<file path="src/rtl/uid_rom.sv">
// Fixed 8-user x 4-digit BCD password table with a registered read port.
// Dout updates only on the rising clk edge; rst clears the output, never the table.
module uid_rom (
    input  logic [4:0] Addr,
    input  logic       clk,
    output logic [3:0] Dout,
    input  logic       rst
);

    logic [3:0] w_digit;

    // Unknown address bits match no item and fall to the default, so X/Z reads give 0.
    always_comb begin
        w_digit = 4'h0;
        case (Addr)
            5'd0:    w_digit = 4'd1;
            5'd1:    w_digit = 4'd2;
            5'd2:    w_digit = 4'd3;
            5'd3:    w_digit = 4'd4;
            5'd4:    w_digit = 4'd5;
            5'd5:    w_digit = 4'd6;
            5'd6:    w_digit = 4'd7;
            5'd7:    w_digit = 4'd8;
            5'd8:    w_digit = 4'd9;
            5'd9:    w_digit = 4'd0;
            5'd10:   w_digit = 4'd1;
            5'd11:   w_digit = 4'd2;
            5'd12:   w_digit = 4'd3;
            5'd13:   w_digit = 4'd4;
            5'd14:   w_digit = 4'd5;
            5'd15:   w_digit = 4'd6;
            5'd16:   w_digit = 4'd7;
            5'd17:   w_digit = 4'd8;
            5'd18:   w_digit = 4'd9;
            5'd19:   w_digit = 4'd0;
            5'd20:   w_digit = 4'd0;
            5'd21:   w_digit = 4'd0;
            5'd22:   w_digit = 4'd0;
            5'd23:   w_digit = 4'd0;
            5'd24:   w_digit = 4'd9;
            5'd25:   w_digit = 4'd9;
            5'd26:   w_digit = 4'd9;
            5'd27:   w_digit = 4'd9;
            5'd28:   w_digit = 4'd2;
            5'd29:   w_digit = 4'd4;
            5'd30:   w_digit = 4'd6;
            5'd31:   w_digit = 4'd8;
            default: w_digit = 4'h0;
        endcase
    end

    logic [3:0] r_dout;

    always_ff @(posedge clk) begin
        if (rst) begin
            r_dout <= 4'h0;
        end else begin
            r_dout <= w_digit;
        end
    end

    assign Dout = r_dout;

endmodule

</file>
<file path="config.mk">
export PLATFORM = sky130hd
export DESIGN_NAME = uid_rom
export DESIGN_NICKNAME = d
export VERILOG_FILES = /design/src/rtl/uid_rom.sv
export SDC_FILE = /design/constraint.sdc
export NUM_CORES = 1
export LEC_CHECK = 0
export ABC_AREA = 0
export CAP_MARGIN = 0
export CORE_AREA = 2 2 39 41
export CTS_CLUSTER_SIZE = 14
export DETAILED_ROUTE_END_ITERATION = 10
export DIE_AREA = 0 0 41 43
export PLACE_DENSITY = 0.43
export SETUP_SLACK_MARGIN = 0.05
export SYNTH_ARGS = -nofsm -noshare
export SYNTH_HDL_FRONTEND = slang
export SYNTH_SLANG_ARGS = --single-unit
</file>
<file path="constraint.sdc">
create_clock -name clk -period 1.7 [get_ports clk]
set_clock_uncertainty 0.2 [all_clocks]
set_input_delay 0.34 -clock clk [delete_from_list [all_inputs] [get_ports clk]]
set_output_delay 0.34 -clock clk [all_outputs]
set_load 0.01 [all_outputs]
</file>
# After elaboration in Yosys (flattened, before gate mapping)
# Memory sizes are Yosys's and may differ from the RTL's. A register that Yosys moved wholly into a read port is not among the register bits.
# Cells that the tools add are included.
# word_totals
mem_count	1
word_cells	1
ff_bits	0
ramBits	0
in_bits	7
mem_bits_ro	128
latch_bits	0
# op_classes
muxes	0
n_mul	0
eq_ne	0
n_reduce_logical	0
shifts	0
n_addsub	0
order_cmp	0
n_bitwise	0
div_mod_pow	0
# memory_table
name	words	word_bits	rd	rd_clocked_by_memory_dff	write_ports	line_no	rtl
(name not given)	32	4	1	1	0	15	case (Addr)

# Longest topological paths before layout
# Gate-level depths: netlist of run 1.
# logic_depth
ltp_word	0
mapped_depth	5
depth_no_buf	5

# Least setup slack after synthesis of run 1
# OpenSTA, ideal clock, no wires.
# synth_timing
path_kind	input -> register
startpoint	input port Addr[0]
endpoint	register r_dout[3], in the netlist Dout[3]
arrival_time_ns	1.034
required_ns	1.373
path_slack_ns	0.339
path_buffers	0
stages	5
cell_sequence	inv_1 -> ha_1 -> and3b_1 -> a311oi_1 -> a211oi_1
# synth_rtl
item	line_no	rtl
start: declaration	4	input logic [4:0] Addr,
end: declaration	52	logic [3:0] r_dout;

# Worst setup path after layout of run 1
# layout_timing
startpoint	register r_dout[3], in the netlist Dout[3]
endpoint	output port Dout[3]
# layout_rtl
item	line_no	rtl
end: declaration	6	output logic [3:0] Dout,
# No word-level cell between the ends.

==> results.md, run 1 <==
* Total power at 307 uW
* Routed vias/inst at 4.53
* CP endpoint kind: primary output
* Setup Viol. Count Final at 0
* Initial Util at 0.206
* Placed instance area at 432 sq um
* Per-cell routed wire length at 10.7 um
* Final HPWL DP at 526 um
* Antenna Cells at 0
* Gr usage total at 0.0999
* Largest net degree at the start of global routing at 10
* Met1 Use GR at 0.0918
* Pint at 230 uW
* CTS tree: done
* Clock power frac at 0.375
* Comb power frac at 0.291
* Final WL at 685 um
* Crit path launch type: register
* Switching Share at 0.251
* Max_cap viols at 0
* CP max-delay cell: clkdlybuf4s50_1
* Worst min path class: primary input to register
* CP top delay family: buffers and inverters
* CTS buffer count at 3
* Max reg flops at 4
* Final min period at 1.60 ns
* Initial antenna violation count at 0
* Total gr overflow at 0
* Met2 usage at 0.156
* First-pass GRT wire length at 1.12 mm
* Ports at 11
* CTS clock-pin slew for the worst setup and hold paths at 0.04 ns
* Vias in the first global route at 295
* Worst Max-Slew Pin Slew at 0.317 ns
* Antenna Violating Nets Remaining at 0
* Layout cells sized above 1 at 0.354
* Syn nets at 42
* Fin area at 488 sq um
* Die height at 43 um
* Clock Sink Count at 4
* Post-synth cell types at 17
* Hold-fix buffers, CTS at 0
* Worst Path Buf+Inv at 1
* Syn_area_per_cell at 9.20 sq um
* # port buffers at 10
* Synthesis-to-layout area growth at 71.1%
* First-pass DRT Iterations at 2
* Seq pwr share at 0.334
* Final period util at 0.939
* WS Path Type: register to primary output
* Core Area at 0.00138 sq mm
* Synth Warn # at 0
* Synth Instances at 31
* Lkg Pwr at 0.223 nW
* Peak supply drop at 0.000141 V
* Critical Path AT at 1.06 ns
* H-tree Lvls at 1
* RSZ-0062 raised after global routing: false
* RePlAce Congestion at 0.804
* Pwr dens at 629 mW/mm^2
* Switch Pwr at 77.0 uW
* Commonest non-fill, non-tap cell in the layout: clkdlybuf4s50_1
* Initial DRC Count at 1
* Met3 global-route usage at 0.0314
* CP peak stage delay at 0.52 ns
* Row cnt at 14
* Status: complete, no violations
* Slew margin rel. at 0.788
* Post-placement cell count at 61
* Clock buffer depth at 2
* FF+latch count, synth at 4
* Commonest cells after routing, fill and taps aside: 7 x clkdlybuf4s50_1, 6 x buf_4, 4 x dfxtp_1
* Final hold vios at 0
* Slew Limit Fails at 0
* Register area share after synthesis at 0.281
* Fin cells at 64
* CP Data Required Time at 1.16 ns
* Nets@finish at 61
* Critical path peak fanout at 1
* CTS root buf: clkbuf_4
* DRC at 0
* Mapped Area at 285 sq um
* Die width at 41 um
* DIE AREA at 0.00176 sq mm
* Total number of vias at 290
* Fmax at 0.627 GHz
* GRT Max-Usage Layer: met2
* Crit-path cells: clkdlybuf4s50_1
## area by class of cell
cell class	instances	area [sq um]
clock buffers	3	22.5
fillers	147	896
inverters	3	11.3
multi-input cells	22	205
flip-flops and latches	4	80.1
well taps	16	20.0
repair buffers	16	149
## worst paths after layout
check | start | end | slack [ns] | cells past startpoint
max | Dout[3] | Dout[3] | 0.10 | 1
min | Addr[0] | Dout[0] | 0.39 | 3
## power groups by stage
stage               Sequential (mW)  Combinational, mW  Clock (mW)
floorplan                     0.108             0.0348           0
global placement              0.104             0.0811           0
detailed placement            0.104             0.0820           0
CTS                           0.103             0.0855       0.123
global route                  0.103             0.0996       0.132
finish                        0.102             0.0892       0.115
## synthesized netlist by cell type, drive strengths merged
cell type | n | area [sq um]
dfxtp | 4 | 80.1
ha | 4 | 50.1
a221oi | 3 | 26.3
inv | 3 | 11.3
nand2 | 3 | 11.3
a211oi | 2 | 15.0
buf | 2 | 18.8
nand3 | 2 | 10.0
a21boi | 1 | 7.51
a21oi | 1 | 5.00
a311oi | 1 | 8.76
and3b | 1 | 8.76
mux2i | 1 | 10.0
nor2 | 1 | 6.26
o211ai | 1 | 7.51
o2bb2ai | 1 | 8.76
## kinds of logic (layout without fill, tap and decap cells)
| group | after synthesis | in the layout | share of synthesized area |
|---|---|---|---|
| AO/OA/AOI/OAI | 10 | 10 | 0.276 |
| adder cells (fa/ha/maj) | 4 | 4 | 0.175 |
| buffers and inverters | 5 | 22 | 0.105 |
| flip-flops | 4 | 4 | 0.281 |
| multiplexers | 1 | 1 | 0.0351 |
| AND/OR/NAND/NOR | 7 | 7 | 0.127 |
## per-layer routing
metal | part of all wire | wire length (um)
met3 | 0.047 | 32
met4 | 0 | 0
met5 | 0 | 0
met2 | 0.63 | 429
met1 | 0.33 | 223
## metrics by stage
step | util | setup WS [ns] | hold slack (ns) | TNS, ns
floorplan | - | 0.339 | 0.213 | 0
detailed placement | 0.312 | -0.278 | 0.789 | -0.768
CTS | 0.336 | 0.0513 | 0.380 | 0
finish | 0.353 | 0.104 | 0.385 | 0
global route | 0.353 | 0.0325 | 0.411 | 0
global placement | 0.312 | -0.232 | 0.801 | -0.666
## repair_timing
action                                  4_1_cts  5_1_grt
pin swaps                                     1        2
endpoints found under the hold margin         0        0
endpoints found under the setup margin        2        4
resized for setup                             3        7
buffers inserted                              0        0
No activity file was read; power rests on OpenSTA's default activity.
==> run 2, diff against run 1 <==
==> constraint.sdc (replaced) <==
create_clock -name clk -period 1.7 [get_ports clk]
set_clock_uncertainty 0.2 [all_clocks]
set_input_delay 0.34 -clock clk [delete_from_list [all_inputs] [get_ports clk]]
set_output_delay 0.34 -clock clk [all_outputs]
set_load 0.1 [all_outputs]
==> run 2 against run 1 <==
Effect of this change: die area unchanged; clock power about the same; via count did not move; utilization up 2.6 points; largest cell class unchanged.
==> results.md, run 2 (synthesis gave the netlist of run 1 again) <==
* Status: complete, no violations
* Per-cell routed wire length at 10.3 um (-3.6%)
* DRC at 0 (unchanged)
* Gr usage total at 0.0951 (-0.00481)
* Hold_sp: Addr[0]
* Core Area at 0.00138 sq mm (unchanged)
* Total number of vias at 290 (unchanged)
* Routed vias/inst at 4.60 (+1.6%)
* Pre-CTS setup slack at -0.245 ns (+0.0331 ns)
* Clock Sink Count at 4 (unchanged)
* CTS clock-pin slew for the worst setup and hold paths at 0.04 ns (about the same)
* Worst min path class: primary input to register
* Setup bufs post-CTS at 0 (unchanged)
* Worst Max-Slew Pin Slew at 0.342 ns (+0.0257 ns)
* Final period util at 0.909 (-0.0296)
* Slew Limit Fails at 0 (unchanged)
* Fmax at 0.647 GHz (+3.3%)
* Die height at 43 um (unchanged)
* Initial Util at 0.206 (unchanged)
* Max_cap viols at 0 (unchanged)
* Fillers at 140 (-4.8%)
* CTS buffer count at 3 (unchanged)
* Antenna Cells at 0 (unchanged)
* Row cnt at 14 (unchanged)
* CP Data Required Time at 1.63 ns (+0.47 ns)
* Slew margin rel. at 0.771 (-0.0168)
* Synthesis-to-layout area growth at 83.8%
* CP max-delay cell: clkdlybuf4s50_1
* Antenna Violating Nets Remaining at 0 (unchanged)
* Largest net degree at the start of global routing at 10 (unchanged)
* CP peak stage delay at 0.59 ns (+0.07 ns)
* Max reg flops at 4 (unchanged)
* Final WL at 650 um (-5.1%)
* Hold-fix buffers, CTS at 0 (unchanged)
* Setup Viol. Count Final at 0 (unchanged)
* Ports at 11 (unchanged)
* Die width at 41 um (unchanged)
* Initial antenna violation count at 0 (unchanged)
* First-pass DRT Iterations at 2 (unchanged)
* RePlAce Congestion at 0.856 (+6.5%)
* CTS tree: done
* Pwr dens at 700 mW/mm^2 (+11%)
* Initial DRC Count at 4 (+3)
* CP endpoint kind: register
* FF+latch area at 80.1 sq um (unchanged)
* Crit-path cells: clkdlybuf4s50_1 > buf_4 > nand3_1 > a221oi_1
* Final min period at 1.55 ns (-0.0503 ns)
* Crit path launch type: primary input
* Critical path peak fanout at 6 (+5)
* Final Util at 0.379 (+0.0262)
* CP Launch Point: Addr[2]
* Peak supply drop at 0.000193 V (+37%)
* CTS root buf: clkbuf_4
* WS Path Type: primary input to register
* Total gr overflow at 0 (unchanged)
* Final HPWL DP at 545 um (+3.6%)
* Commonest non-fill, non-tap cell in the layout: buf_4
* Multi-input logic area at 205 sq um (unchanged)
* Depth of the worst hold-timing path at 3 (unchanged)
* Lkg Pwr at 0.240 nW (+7.8%)
* H-tree Lvls at 1 (unchanged)
* Nets@finish at 60 (-1.6%)
* Setup tns final at 0 ns (unchanged)
* Final hold vios at 0 (unchanged)
* Clock buffer depth at 2 (unchanged)
* RSZ-0062 raised after global routing: false
* First-pass GRT wire length at 1.11 mm (-1.2%)
* DIE AREA at 0.00176 sq mm (unchanged)
* # port buffers at 10 (unchanged)
* Layout cells sized above 1 at 0.426 (+0.0714)
* Vias in the first global route at 300 (+1.7%)
* Final worst slack at 0.155 ns (+0.0503 ns)
* Commonest cells after routing, fill and taps aside: 5 x buf_4, 4 x dfxtp_1, 4 x buf_12
* Critical Path AT at 1.48 ns (+0.42 ns)
## run 2: cell count changes in the layout (fill, tap and decap cells not counted), sizes merged
cell | previous run | this run
dlymetal6s2s | 2 | 3
dlygate4sd2 | 1 | 0
buf | 6 | 9
clkdlybuf4s50 | 7 | 3
## run 2: path summary, 6_finish.rpt
kind,to,slack (ns)
worst max-delay path,Dout[1],0.15
worst min-delay path,Dout[0],0.30
## run 2: cell type report
cell class	count	area share
multi-input combinational	22	0.391
timing repair buffer	15	0.353
sequential	4	0.153
clock buffer	3	0.0430
tap	16	0.0382
inverter	3	0.0215
## run 2: where the power goes
group | switching, mW | internal [mW]
clock | 0.0334 | 0.0785
sequential | 0.00517 | 0.101
combinational | 0.0849 | 0.0639
## run 2: per-layer routing
metal | up-vias | track usage | share of wire
li1 | 147 | - | -
met1 | 136 | 0.0828 | 0.36
met2 | 7 | 0.153 | 0.59
met3 | 0 | 0.0314 | 0.042
met4 | 0 | 0.0933 | 0
met5 | - | 0 | 0
## run 2: timing repair
item,in CTS,in global routing
gates cloned,0,0
pin swaps,1,1
hold endpoints to repair,0,0
resized for setup,1,9
endpoints found under the setup margin,2,3
## run 2: critical path: cells and delay by family
kind / cells / cell delay, ns
AO/OA/AOI/OAI: 1 / 0.29
buffers and inverters: 2 / 0.78
AND/OR/NAND/NOR: 1 / 0.07
## run 2: metrics by stage
stage	area [sq um]	hold slack [ns]	total power, mW	cells
after global routing	524	0.302	0.393	63
final	524	0.295	0.367	63
after CTS	499	0.554	0.372	63
after detailed placement	464	0.608	0.248	60
after global placement	464	0.609	0.247	60
after floorplan	285	0.213	0.188	31
